===== config.mk =====
export PLATFORM = sky130hd
export DESIGN_NAME = background_scroller
export DESIGN_NICKNAME = d
export VERILOG_FILES = /design/src/rtl/background_scroller.sv
export SDC_FILE = /design/constraint.sdc
export NUM_CORES = 1
export LEC_CHECK = 0
export BUFFER_PORTS_ARGS = -buffer_cell sky130_fd_sc_hd__buf_2
export CAP_MARGIN = 40
export CORE_MARGIN = 3
export CORE_UTILIZATION = 45
export CTS_CLUSTER_DIAMETER = 120
export DETAILED_ROUTE_END_ITERATION = 10
export PLACE_DENSITY = 0.76
export SYNTH_ARGS = -nofsm -noshare
export SYNTH_HDL_FRONTEND = slang
export SYNTH_SLANG_ARGS = --single-unit

===== constraint.sdc =====
create_clock -name clk -period 2.6 [get_ports clk]
set_clock_uncertainty 0.15 [all_clocks]
set_input_delay 0.39 -clock clk [delete_from_list [all_inputs] [get_ports clk]]
set_output_delay 0.39 -clock clk [all_outputs]
set_load 0.005 [all_outputs]

===== src/rtl/background_scroller.sv =====
// rtl/background_scroller.sv - tile-lane playfield with frame-synchronous river scroll (optional LANE_MARKINGS_EN road dashes)
module background_scroller #(
    parameter int H_CNT_W     = 10,
    parameter int V_CNT_W     = 10,
    parameter int H_OFFSET    = 144,
    parameter int V_OFFSET    = 35,
    parameter int TILE_W_LOG2 = 5,
    parameter int TILE_H_LOG2 = 5,
    parameter int COLS        = 20,
    parameter int ROWS        = 15,
    parameter int SCROLL_DIV  = 4,
    parameter logic [2*ROWS-1:0] ROW_MAP = 30'b00_010101010101_00_101010101010_00
) (
    input  logic                                     clk,
    input  logic                                     reset,
    input  logic [H_CNT_W-1:0]                       h_count,
    input  logic [V_CNT_W-1:0]                       v_count,
    input  logic                                     pause,
    output logic [2:0]                               bg_r,
    output logic [2:0]                               bg_g,
    output logic [2:0]                               bg_b,
    output logic                                     bg_valid,
    output logic                                     frame_tick,
    output logic [$clog2(COLS<<TILE_W_LOG2)-1:0]     scroll_offset
);

    localparam int W     = COLS << TILE_W_LOG2;
    localparam int H     = ROWS << TILE_H_LOG2;
    localparam int OFF_W = $clog2(W);
    localparam int DIV_W = (SCROLL_DIV > 1) ? $clog2(SCROLL_DIV) : 1;

    localparam logic [H_CNT_W:0]   H_LO    = (H_CNT_W+1)'(H_OFFSET);
    localparam logic [H_CNT_W:0]   H_HI    = (H_CNT_W+1)'(H_OFFSET + W);
    localparam logic [V_CNT_W:0]   V_LO    = (V_CNT_W+1)'(V_OFFSET);
    localparam logic [V_CNT_W:0]   V_HI    = (V_CNT_W+1)'(V_OFFSET + H);
    localparam logic [V_CNT_W-1:0] V_TICK  = V_CNT_W'(V_OFFSET + H);
    localparam logic [OFF_W:0]     W_EXT   = (OFF_W+1)'(W);
    localparam logic [OFF_W-1:0]   OFF_MAX = OFF_W'(W - 1);
    localparam logic [DIV_W-1:0]   DIV_MAX = DIV_W'(SCROLL_DIV - 1);

    localparam logic [8:0] C_GRASS = 9'b000_111_000;
    localparam logic [8:0] C_WATER = 9'b000_000_111;
    localparam logic [8:0] C_HILITE = 9'b000_011_111;

    logic [H_CNT_W-1:0] x;
    logic [V_CNT_W-1:0] y;
    logic [V_CNT_W-1:0] row;
    logic [1:0]         lane;
    logic               active;
    logic               tick_cond;
    logic [OFF_W:0]     xs_sum;
    logic [OFF_W-1:0]   xs;
    logic [8:0]         rgb_next;
    logic [DIV_W-1:0]   frame_div;
`ifdef LANE_MARKINGS_EN
    localparam logic [2*ROWS+1:0] MAP_EXT = {2'b11, ROW_MAP};
    logic [1:0]         next_lane;
`endif

    // Pixel classification: active window, lane lookup, scrolled river x and colour
    always_comb begin
        x         = h_count - H_CNT_W'(H_OFFSET);
        y         = v_count - V_CNT_W'(V_OFFSET);
        row       = y >> TILE_H_LOG2;
        active    = ({1'b0, h_count} >= H_LO) && ({1'b0, h_count} < H_HI) &&
                    ({1'b0, v_count} >= V_LO) && ({1'b0, v_count} < V_HI);
        tick_cond = (h_count == '0) && (v_count == V_TICK);
        lane      = 2'b11;
`ifdef LANE_MARKINGS_EN
        next_lane = 2'b11;
`endif
        for (int i = 0; i < ROWS; i++) begin
            if (row == V_CNT_W'(i)) begin
                lane = ROW_MAP[2*i +: 2];
`ifdef LANE_MARKINGS_EN
                next_lane = MAP_EXT[2*i+2 +: 2];
`endif
            end
        end
        // x < W and offset < W, so one conditional subtract is a full wrap
        xs_sum = (OFF_W+1)'(x) + {1'b0, scroll_offset};
        xs     = (xs_sum >= W_EXT) ? OFF_W'(xs_sum - W_EXT) : OFF_W'(xs_sum);
        rgb_next = '0;
        if (active) begin
            case (lane)
                2'b00: rgb_next = C_GRASS;
                2'b10: rgb_next = (xs[TILE_W_LOG2-1 -: 2] == 2'b11) ? C_HILITE : C_WATER;
                2'b01: begin
`ifdef LANE_MARKINGS_EN
                    if ((next_lane == 2'b01) && (&y[TILE_H_LOG2-1:0]) && !x[TILE_W_LOG2])
                        rgb_next = 9'b111_111_111;
`endif
                end
                default: rgb_next = '0;
            endcase
        end
    end

    // Output registers, frame tick and the frame-divided scroll counter
    always_ff @(posedge clk) begin
        if (reset) begin
            bg_r          <= '0;
            bg_g          <= '0;
            bg_b          <= '0;
            bg_valid      <= 1'b0;
            frame_tick    <= 1'b0;
            frame_div     <= '0;
            scroll_offset <= '0;
        end else begin
            bg_r       <= rgb_next[8:6];
            bg_g       <= rgb_next[5:3];
            bg_b       <= rgb_next[2:0];
            bg_valid   <= active;
            frame_tick <= tick_cond;
            if (tick_cond && !pause) begin
                if (frame_div == DIV_MAX) begin
                    frame_div     <= '0;
                    scroll_offset <= (scroll_offset == OFF_MAX) ? '0 : scroll_offset + 1'b1;
                end else begin
                    frame_div <= frame_div + 1'b1;
                end
            end
        end
    end

endmodule

==> results.md, run 1 <==
- Main synth FF type: sky130_fd_sc_hd__dfxtp_1
- Global-route wire length before repair: 4.26 mm
- Die Outline Area: 0.00298 mm²
- Via count of the first global-routing pass: 1042
- Post-synthesis cell count: 125
- Number of cells in the design after placement: 190
- Class of the tightest hold or removal check: in2reg
- CTS Buf Count: 3
- Clock period minus final worst setup slack: 2.26 ns
- Switching share of power: 0.252
- Required time worst endpoint: 2.67 ns
- Main combinational cell family by area after synthesis: simple AND/OR/NAND/NOR gates
- I/O pin count: 44
- Drt drc: 0
- Clock Path Buffers: 2
- Launch instance of the worst min-delay path: reset
- Detailed Route Iter0 Violations: 20
- Yosys Warn Count: 0
- Final setup vio count: 0
- Starting density of the core: 0.505
- R2R Path Start: frame_div[0]
- #FFs+latches synth: 17
- Number of nets still failing antenna checks after routing: 0
- Category of the worst setup path launch point: primary input
- Total of cells resized after clock tree synthesis: 0
- Remaining global-route overflow: 0
- Mux share of post-synthesis cell area: 0.0483
- Number of optimization iterations in the first detailed-route pass: 4
- Combinational cell fraction of total power: 0.139
- Worst slew margin: 0.529
- # H-tree levels: 1
- Final weighted congestion in routability-driven placement: 0.816
- Hold-fix buffers, CTS: 0
- Hold Worst Slack: 0.271 ns
- Root buffer cell: sky130_fd_sc_hd__clkbuf_4
- Kind of end point of the critical path: flop
- Xor and xnor area share after synthesis: 0.0495
- Area fraction in and, or, nand and nor cells after synthesis: 0.350
- CTS clock-pin slew for the worst setup and hold paths: 0.10 ns
- Number of hold violations in the final report: 0
- Later-pin clock latency in the skew report: 0.29 ns
- Relative contribution of sequential cells to total power: 0.559
- Buffers inserted during post-CTS setup optimization: 0
- Top achievable clock speed: 443 MHz
- Net count of the finished layout: 196
- Pin count of the biggest net entering global routing: 15
- Area delta synth->final: 23.0%
- Final cell count without fillers: 194
- Placeable core region: 0.00210 mm²
- Initial antenna violation count: 0
- Total track usage: 0.192
- Final period utilization: 0.869
- Mean cell area of the mapped netlist: 8.50 µm²
- CP Max Fanout: 4
- Arithmetic-cell share of the synthesized area counting full adders, half adders and majority gates: 0.0589
- Final-layout setup total negative slack: 0 ns
- Number of different library cells in the post-synthesis netlist: 43
- Clock power share: 0.303
- Dpl hpwl: 2.10 mm
- Die extent in y: 54.6 µm
- Arrival time of the worst setup path: 2.33 ns
- Async set or reset register ratio after synthesis: 0
- Post-synth EDFFs: 0
- Routed via count divided by cell count: 5.68
- Area fraction in compound gates after synthesis: 0.115
- Proportion of layout cells with a drive suffix above 1: 0.329
- I/O Buffers: 40
- Critical path launch point: h_count[4]
- Kind of critical path: in2reg
- P_int: 353 µW
- Clk sinks: 17
- TritonCTS clock tree: yes
- Setup repair after global routing missed its margin: no
- Fraction of the yosys area taken by sequential cells: 0.320
- Antenna Diode Count: 0
- Status: finished clean
- Power per Cell Area: 361 mW/mm²
- Vias: 1101
- Number of violations of the max-capacitance limit: 0
- Worst supply voltage drop on vdd: 0.000262 V
- Post-Route WL: 2.59 mm
- Number of max-slew violations in the final report: 0
- Detailed-route wire length per cell: 13.3 µm
- Actual slew at the worst max-slew pin: 0.697 ns
- Horiz. Die Dim: 54.6 µm
- Synthesized cell area: 0.00106 mm²
- Standard-cell row count: 16
- Net Sw Power: 119 µW
- Static Leak: 0.606 nW
[per-stage QoR]
step                      total power [mW]  utilization  setup slack [ns]  area (µm²)
final                                0.471        0.621             0.341        1310
after detailed placement             0.333        0.609            0.0428        1280
after CTS                            0.475        0.621             0.345        1310
after floorplan                      0.303            -             0.211        1070
after global placement               0.331        0.609            0.0896        1280
after global routing                 0.493        0.621             0.277        1310
[cell usage in the layout, fill, tap and decap left out, types with 5 or more instances in the layout]
master,n
sky130_fd_sc_hd__buf_2,40
sky130_fd_sc_hd__dfxtp_1,17
sky130_fd_sc_hd__ha_1,5
sky130_fd_sc_hd__nand2_1,9
sky130_fd_sc_hd__nand3b_1,5
sky130_fd_sc_hd__nand4_1,7
sky130_fd_sc_hd__nor2_1,15
sky130_fd_sc_hd__nor3_1,5
sky130_fd_sc_hd__or3_1,5
[final cells by class]
cell class / count / area, µm²
Clock buffer: 4 / 26.3
Fill cell: 212 / 796
Inverter: 1 / 3.75
Multi-Input combinational cell: 101 / 672
Sequential cell: 17 / 340
Tap cell: 27 / 33.8
Timing Repair Buffer: 44 / 230
[power by group through the flow]
stage / clock network (mW) / logic (mW) / registers, mW
final: 0.143 / 0.0654 / 0.263
after CTS: 0.148 / 0.0644 / 0.263
after global routing: 0.156 / 0.0726 / 0.264
after floorplan: 0 / 0.0332 / 0.270
after detailed placement: 0 / 0.0641 / 0.269
after global placement: 0 / 0.0621 / 0.269
[cells in the mapped netlist, drive strengths merged, types with 2 or more instances]
cell	number	area share
a21oi	3	0.014
a31o	2	0.016
and2	2	0.013
and3	3	0.019
buf	7	0.047
dfxtp	17	0.32
ha	5	0.059
mux2i	4	0.038
nand2	9	0.032
nand3	2	0.0094
nand3b	5	0.035
nand4	7	0.041
nor2	15	0.053
nor2b	2	0.012
nor3	5	0.024
nor4	2	0.012
o21ai	3	0.014
or3	5	0.029
or4	3	0.032
xnor2	3	0.025
xor2	3	0.025
[cells by family after synthesis]
group	count (synthesis)
compound gates	17
other cells	1
fa+ha+maj	5
buf+inv	9
flops	17
simple gates	65
xor+xnor	6
mux	5
[sequential cells by signal, indices dropped and copies added, names as in the netlist]
signal	flops
frame_div	2
scroll_offset	10
bg_valid	1
bg_g	2
bg_b	1
frame_tick	1
[per-layer routing]
metal	up-vias	share of wire	wire length, µm	track usage
met5	-	0	0	0
li1	541	-	-	-
met4	0	0.0050	13	0.0539
met2	38	0.49	1270	0.346
met1	520	0.44	1140	0.229
met3	2	0.065	167	0.0327
[critical path, cell delays in order]
cell,delay [ns]
sky130_fd_sc_hd__buf_2,0.12
sky130_fd_sc_hd__or4_4,0.56
sky130_fd_sc_hd__or2_1,0.24
sky130_fd_sc_hd__or4_4,0.52
sky130_fd_sc_hd__or3_1,0.35
sky130_fd_sc_hd__a21oi_1,0.15
[worst paths after layout]
check,endpoint,slack [ns],cells past startpoint
worst max-delay path,scroll_offset[9],0.34,6
worst min-delay path,frame_div[1],0.27,2
worst max register to register,scroll_offset[9],0.65,5
worst min register to register,frame_div[1],0.37,2
Note: power is estimated with default switching activity, not from simulation.
==> run 2, diff against run 1 <==
--- a/config.mk
+++ b/config.mk
@@ -7,6 +7,7 @@
 export LEC_CHECK = 0
 export BUFFER_PORTS_ARGS = -buffer_cell sky130_fd_sc_hd__buf_2
 export CAP_MARGIN = 40
+export CORE_ASPECT_RATIO = 1.1
 export CORE_MARGIN = 3
 export CORE_UTILIZATION = 45
 export CTS_CLUSTER_DIAMETER = 120
==> results.md, run 2 (synthesis gave the netlist of run 1 again) <==
- Status: finished clean
- Most frequent standard cell in the layout excluding fill and tap cells: sky130_fd_sc_hd__buf_2
- P_int: 353 µW (+0.11%)
- Detailed Route Iter0 Violations: 14 (-30%)
- Number of hold violations in the final report: 0 (unchanged)
- Detailed-route wire length per cell: 13.1 µm (-2.1%)
- Number of fill cells in the layout: 202 (-4.7%)
- Buffers and inverters on the worst path: 1 (unchanged)
- Drt drc: 0 (unchanged)
- CTS clock-pin slew for the worst setup and hold paths: 0.09 ns (about the same)
- Cell Chain, Critical Path: buf_2 > or4_4 > or2_1 > or4_4 > or3_1 > a21oi_1
- Pin count of the biggest net entering global routing: 15 (unchanged)
- I/O pin count: 44 (unchanged)
- Kind of end point of the critical path: flop
- Net count of the finished layout: 196 (unchanged)
- Cell with the largest stage delay on the worst path: sky130_fd_sc_hd__or4_4
- Kind of critical path: in2reg
- Initial antenna violation count: 0 (unchanged)
- Total track usage: 0.181 (-0.0114)
- CP Max Fanout: 5 (+1)
- Register area: 340 µm² (unchanged)
- Standard-cell row count: 17 (+1)
- Vias: 1064 (-3.4%)
- Clock Path Buffers: 2 (unchanged)
- Post-Route WL: 2.55 mm (-1.6%)
- Horiz. Die Dim: 52.3 µm (-4.1%)
- # H-tree levels: 1 (unchanged)
- Setup repair after global routing missed its margin: no
- Category of the worst setup path launch point: primary input
- Arrival time of the worst setup path: 2.32 ns (about the same)
- Net Sw Power: 114 µW (-3.9%)
- Power per Cell Area: 357 mW/mm² (-1.0%)
- Final core utilization: 0.615 (-0.00672)
- Number of nets still failing antenna checks after routing: 0 (unchanged)
- Number of max-slew violations in the final report: 0 (unchanged)
- Top library cells by usage in the layout, fill and taps aside: 40 x sky130_fd_sc_hd__buf_2, 17 x sky130_fd_sc_hd__dfxtp_1, 15 x sky130_fd_sc_hd__nor2_1
- Remaining global-route overflow: 0 (unchanged)
- Final setup vio count: 0 (unchanged)
- Clk sinks: 17 (unchanged)
- Final weighted congestion in routability-driven placement: 0.735 (-10%)
- Leading registers by flop count: scroll_offset (10), bg_g (2), frame_div (2)
- Number of optimization iterations in the first detailed-route pass: 4 (unchanged)
- Kind of cell with the highest combined delay on the critical path: simple AND/OR/NAND/NOR gates
- Clock power share: 0.296 (-0.007)
- Die extent in y: 57.0 µm (+4.3%)
- CTS Buf Count: 3 (unchanged)
- Dpl hpwl: 2.15 mm (+2.4%)
- Buffers inserted during post-CTS setup optimization: 0 (unchanged)
- Total of cells resized after clock tree synthesis: 0 (unchanged)
- Root buffer cell: sky130_fd_sc_hd__clkbuf_4
- Later-pin clock latency in the skew report: 0.28 ns (about the same)
- Hold-fix buffers, CTS: 0 (unchanged)
- CP most frequent cell: sky130_fd_sc_hd__or4_4
- TritonCTS clock tree: yes
- Class of the tightest hold or removal check: in2reg
- Switching share of power: 0.244 (-0.00761)
- Routed via count divided by cell count: 5.46 (-3.9%)
- Clock period minus final worst setup slack: 2.25 ns (-0.0121 ns)
- Top achievable clock speed: 445 MHz (+0.54%)
- Die Outline Area: 0.00298 mm² (about the same)
- Final-layout setup total negative slack: 0 ns (unchanged)
- Worst slew margin: 0.525 (-0.00390)
- Actual slew at the worst max-slew pin: 0.703 ns (+0.00577 ns)
- Worst supply voltage drop on vdd: 0.000251 V (-4.3%)
- Placeable core region: 0.00213 mm² (+1.2%)
- Proportion of layout cells with a drive suffix above 1: 0.329 (unchanged)
- Max FFs per register: 10 (unchanged)
- Combinational cell fraction of total power: 0.140 (about the same)
- Global-route wire length before repair: 4.25 mm (-0.33%)
- Relative contribution of sequential cells to total power: 0.564 (+0.005)
- Required time worst endpoint: 2.67 ns (about the same)
- Area of the multi-input gates: 672 µm² (unchanged)
- Antenna Diode Count: 0 (unchanged)
- Starting density of the core: 0.499 (-0.00595)
- Via count of the first global-routing pass: 1041 (-0.096%)
- I/O Buffers: 40 (unchanged)
- Top reg by flops: scroll_offset
- Number of violations of the max-capacitance limit: 0 (unchanged)
- Static Leak: 0.606 nW (about the same)
- Final period utilization: 0.864 (-0.00464)
- Delay of the slowest critical-path stage: 0.55 ns (about the same)
- Area delta synth->final: 23.1% (about the same)
run 2: final cells by class:
cell class                      count  area share
Inverter                            1     0.00287
Multi-Input combinational cell    101       0.514
Timing Repair Buffer               44       0.176
Clock buffer                        4      0.0201
Tap cell                           28      0.0268
Sequential cell                    17       0.260
run 2: worst register-to-register path, cell delays in order, from the launching register on:
cell	delay [ns]
sky130_fd_sc_hd__dfxtp_1	0.37
sky130_fd_sc_hd__ha_1	0.20
sky130_fd_sc_hd__nand3b_1	0.11
sky130_fd_sc_hd__or4_4	0.58
sky130_fd_sc_hd__or3_1	0.36
sky130_fd_sc_hd__a21oi_1	0.13
run 2: stage by stage:
| stage | hold WS [ns] | std cells | total power [mW] | worst slack (ns) | cell area, µm² |
|---|---|---|---|---|---|
| after floorplan | 0.318 | 127 | 0.303 | 0.211 | 1070 |
| after global placement | 0.330 | 191 | 0.332 | 0.0776 | 1280 |
| after detailed placement | 0.344 | 191 | 0.334 | 0.0570 | 1280 |
| after CTS | 0.276 | 195 | 0.471 | 0.358 | 1310 |
| after global routing | 0.275 | 195 | 0.493 | 0.281 | 1310 |
| final | 0.277 | 195 | 0.467 | 0.354 | 1310 |
run 2: power groups by stage:
stage	clock network, mW	logic [mW]	registers (mW)
CTS	0.142	0.0655	0.263
global route	0.157	0.0729	0.264
finish	0.138	0.0656	0.263
floorplan	0	0.0332	0.270
detailed placement	0	0.0651	0.269
global placement	0	0.0625	0.269
run 2: path summary, 6_finish.rpt:
check                                   from          endpoint  slack, ns  cells past startpoint
worst min register to register  frame_div[1]      frame_div[1]       0.36                      2
worst max-delay path              v_count[3]  scroll_offset[9]       0.35                      6
worst min-delay path                   reset      frame_div[1]       0.28                      2
worst max register to register  frame_div[0]  scroll_offset[9]       0.64                      5
run 2: routing by layer:
layer  part of all wire  global-route usage  vias to the layer above
li1                   -                   -                      539
met1               0.41               0.212                      486
met2               0.51               0.328                       35
met3              0.057              0.0131                        4
met4              0.016              0.0766                        0
met5                  0                   0                        -
==> run 3, diff against run 2 <==
--- a/config.mk
+++ b/config.mk
@@ -10,6 +10,7 @@
 export CORE_ASPECT_RATIO = 1.1
 export CORE_MARGIN = 3
 export CORE_UTILIZATION = 45
+export CTS_BUF_LIST = sky130_fd_sc_hd__clkbuf_8
 export CTS_CLUSTER_DIAMETER = 120
 export DETAILED_ROUTE_END_ITERATION = 10
 export PLACE_DENSITY = 0.76
==> results.md, run 3 (synthesis gave the netlist of run 1 again) <==
- Final setup vio count: 0 (unchanged)
- Final period utilization: 0.888 (+0.0241)
- TritonCTS clock tree: yes
- CTS Buf Count: 3 (unchanged)
- Detailed-route wire length per cell: 13.3 µm (+1.7%)
- Required time worst endpoint: 2.63 ns (-0.04 ns)
- Final instance area: 0.00133 mm² (+1.4%)
- Power per Cell Area: 392 mW/mm² (+9.9%)
- Relative contribution of sequential cells to total power: 0.506 (-0.058)
- Hold-fix buffers, CTS: 0 (unchanged)
- Pin count of the biggest net entering global routing: 15 (unchanged)
- Drt drc: 0 (unchanged)
- Post-Route WL: 2.59 mm (+1.7%)
- Switching share of power: 0.235 (-0.00926)
- Static Leak: 0.618 nW (+2.0%)
- CTS clock-pin slew for the worst setup and hold paths: 0.06 ns (-0.03 ns)
- Total track usage: 0.182 (+0.00105)
- I/O Buffers: 40 (unchanged)
- Worst supply voltage drop on vdd: 0.000211 V (-16%)
- Worst slew margin: 0.522 (-0.00375)
- Later-pin clock latency in the skew report: 0.25 ns (-0.03 ns)
- Number of violations of the max-capacitance limit: 0 (unchanged)
- Clock Path Buffers: 2 (unchanged)
- Placed Area: 0.00128 mm² (unchanged)
- Final weighted congestion in routability-driven placement: 0.735 (unchanged)
- Kind of critical path: in2reg
- Detailed Route Iter0 Violations: 11 (-3)
- Clock period minus final worst setup slack: 2.31 ns (+0.0628 ns)
- Setup repair after global routing missed its margin: no
- Dpl hpwl: 2.15 mm (unchanged)
- Horiz. Die Dim: 52.3 µm (unchanged)
- Total of cells resized after clock tree synthesis: 0 (unchanged)
- Minimum setup slack after placement: 0.0570 ns (unchanged)
- Class of the tightest hold or removal check: in2reg
- Proportion of layout cells with a drive suffix above 1: 0.329 (unchanged)
- Vias: 1069 (+0.47%)
- Net Sw Power: 122 µW (+7.2%)
- Top reg by flops: scroll_offset
- CP Max Fanout: 5 (unchanged)
- Antenna Diode Count: 0 (unchanged)
- Net count of the finished layout: 196 (unchanged)
- P_int: 398 µW (+13%)
- Remaining global-route overflow: 0 (unchanged)
- Top library cells by usage in the layout, fill and taps aside: 40 x sky130_fd_sc_hd__buf_2, 17 x sky130_fd_sc_hd__dfxtp_1, 15 x sky130_fd_sc_hd__nor2_1
- I/O pin count: 44 (unchanged)
- Standard-cell row count: 17 (unchanged)
- Root buffer cell: sky130_fd_sc_hd__clkbuf_8
- Arrival time of the worst setup path: 2.34 ns (+0.02 ns)
- Max FFs per register: 10 (unchanged)
- Global-route wire length before repair: 4.25 mm (unchanged)
- Leading registers by flop count: scroll_offset (10), bg_g (2), frame_div (2)
- Number of optimization iterations in the first detailed-route pass: 4 (unchanged)
- Number of nets still failing antenna checks after routing: 0 (unchanged)
- Number of max-slew violations in the final report: 0 (unchanged)
- Final core utilization: 0.624 (+0.00882)
- Most frequent standard cell in the layout excluding fill and tap cells: sky130_fd_sc_hd__buf_2
- Die Outline Area: 0.00298 mm² (unchanged)
- Final-layout setup total negative slack: 0 ns (unchanged)
- Area delta synth->final: 24.9%
- Buffers inserted during post-CTS setup optimization: 0 (unchanged)
- Die extent in y: 57.0 µm (unchanged)
- Number of hold violations in the final report: 0 (unchanged)
- Number of fill cells in the layout: 202 (unchanged)
- Initial antenna violation count: 0 (unchanged)
- Kind of end point of the critical path: flop
- Clk sinks: 17 (unchanged)
- Placeable core region: 0.00213 mm² (unchanged)
- Via count of the first global-routing pass: 1035 (-0.58%)
- Combinational cell fraction of total power: 0.126 (-0.014)
- Routed via count divided by cell count: 5.48 (+0.47%)
- Top achievable clock speed: 433 MHz (-2.7%)
- Category of the worst setup path launch point: primary input
- Clock power share: 0.367 (+0.071)
- Starting density of the core: 0.499 (unchanged)
- Status: finished clean
- # H-tree levels: 1 (unchanged)
- Actual slew at the worst max-slew pin: 0.708 ns (+0.00556 ns)
- Post-route setup slack: 0.291 ns (-0.0628 ns)
## run 3: area by class of cell
type | instances | area (µm²) | share of cell area
Multi-Input combinational cell | 101 | 672 | 0.507
Sequential cell | 17 | 340 | 0.257
Tap cell | 28 | 35.0 | 0.0264
Inverter | 1 | 3.75 | 0.00283
Clock inverter | 1 | 3.75 | 0.00283
Timing Repair Buffer | 44 | 230 | 0.174
Clock buffer | 3 | 41.3 | 0.0311
## run 3: per-layer routing
layer	up-vias	global-route usage	routed length, µm
met4	0	0.0657	41
met3	5	0.0209	137
met2	36	0.340	1360
met1	491	0.204	1050
met5	-	0	0
li1	537	-	-
## run 3: power by group through the flow
stage	sequential [mW]	clock (mW)	combinational [mW]
finish	0.263	0.191	0.0658
detailed placement	0.269	0	0.0651
global placement	0.269	0	0.0625
floorplan	0.270	0	0.0332
global route	0.264	0.207	0.0730
CTS	0.263	0.195	0.0656
## run 3: path summary, 6_finish.rpt
path | startpoint | end | slack (ns) | depth (start not counted)
setup / recovery | v_count[3] | scroll_offset[9] | 0.29 | 6
hold / removal | reset | frame_div[1] | 0.32 | 2
setup reg to reg | frame_div[0] | scroll_offset[9] | 0.64 | 5
hold reg to reg | frame_div[1] | frame_div[1] | 0.35 | 2
## run 3: through the flow
step                hold WS (ns)  std cells  power (mW)
floorplan                  0.318        127       0.303
global placement           0.330        191       0.332
CTS                        0.320        195       0.524
finish                     0.316        195       0.521
global route               0.327        195       0.543
detailed placement         0.344        191       0.334
## run 3: critical path, stage by stage
cell and delay [ns]:
sky130_fd_sc_hd__buf_2 0.11, sky130_fd_sc_hd__or4_4 0.54, sky130_fd_sc_hd__or2_1 0.26, sky130_fd_sc_hd__or4_4 0.55, sky130_fd_sc_hd__or3_1 0.36, sky130_fd_sc_hd__a21oi_1 0.13
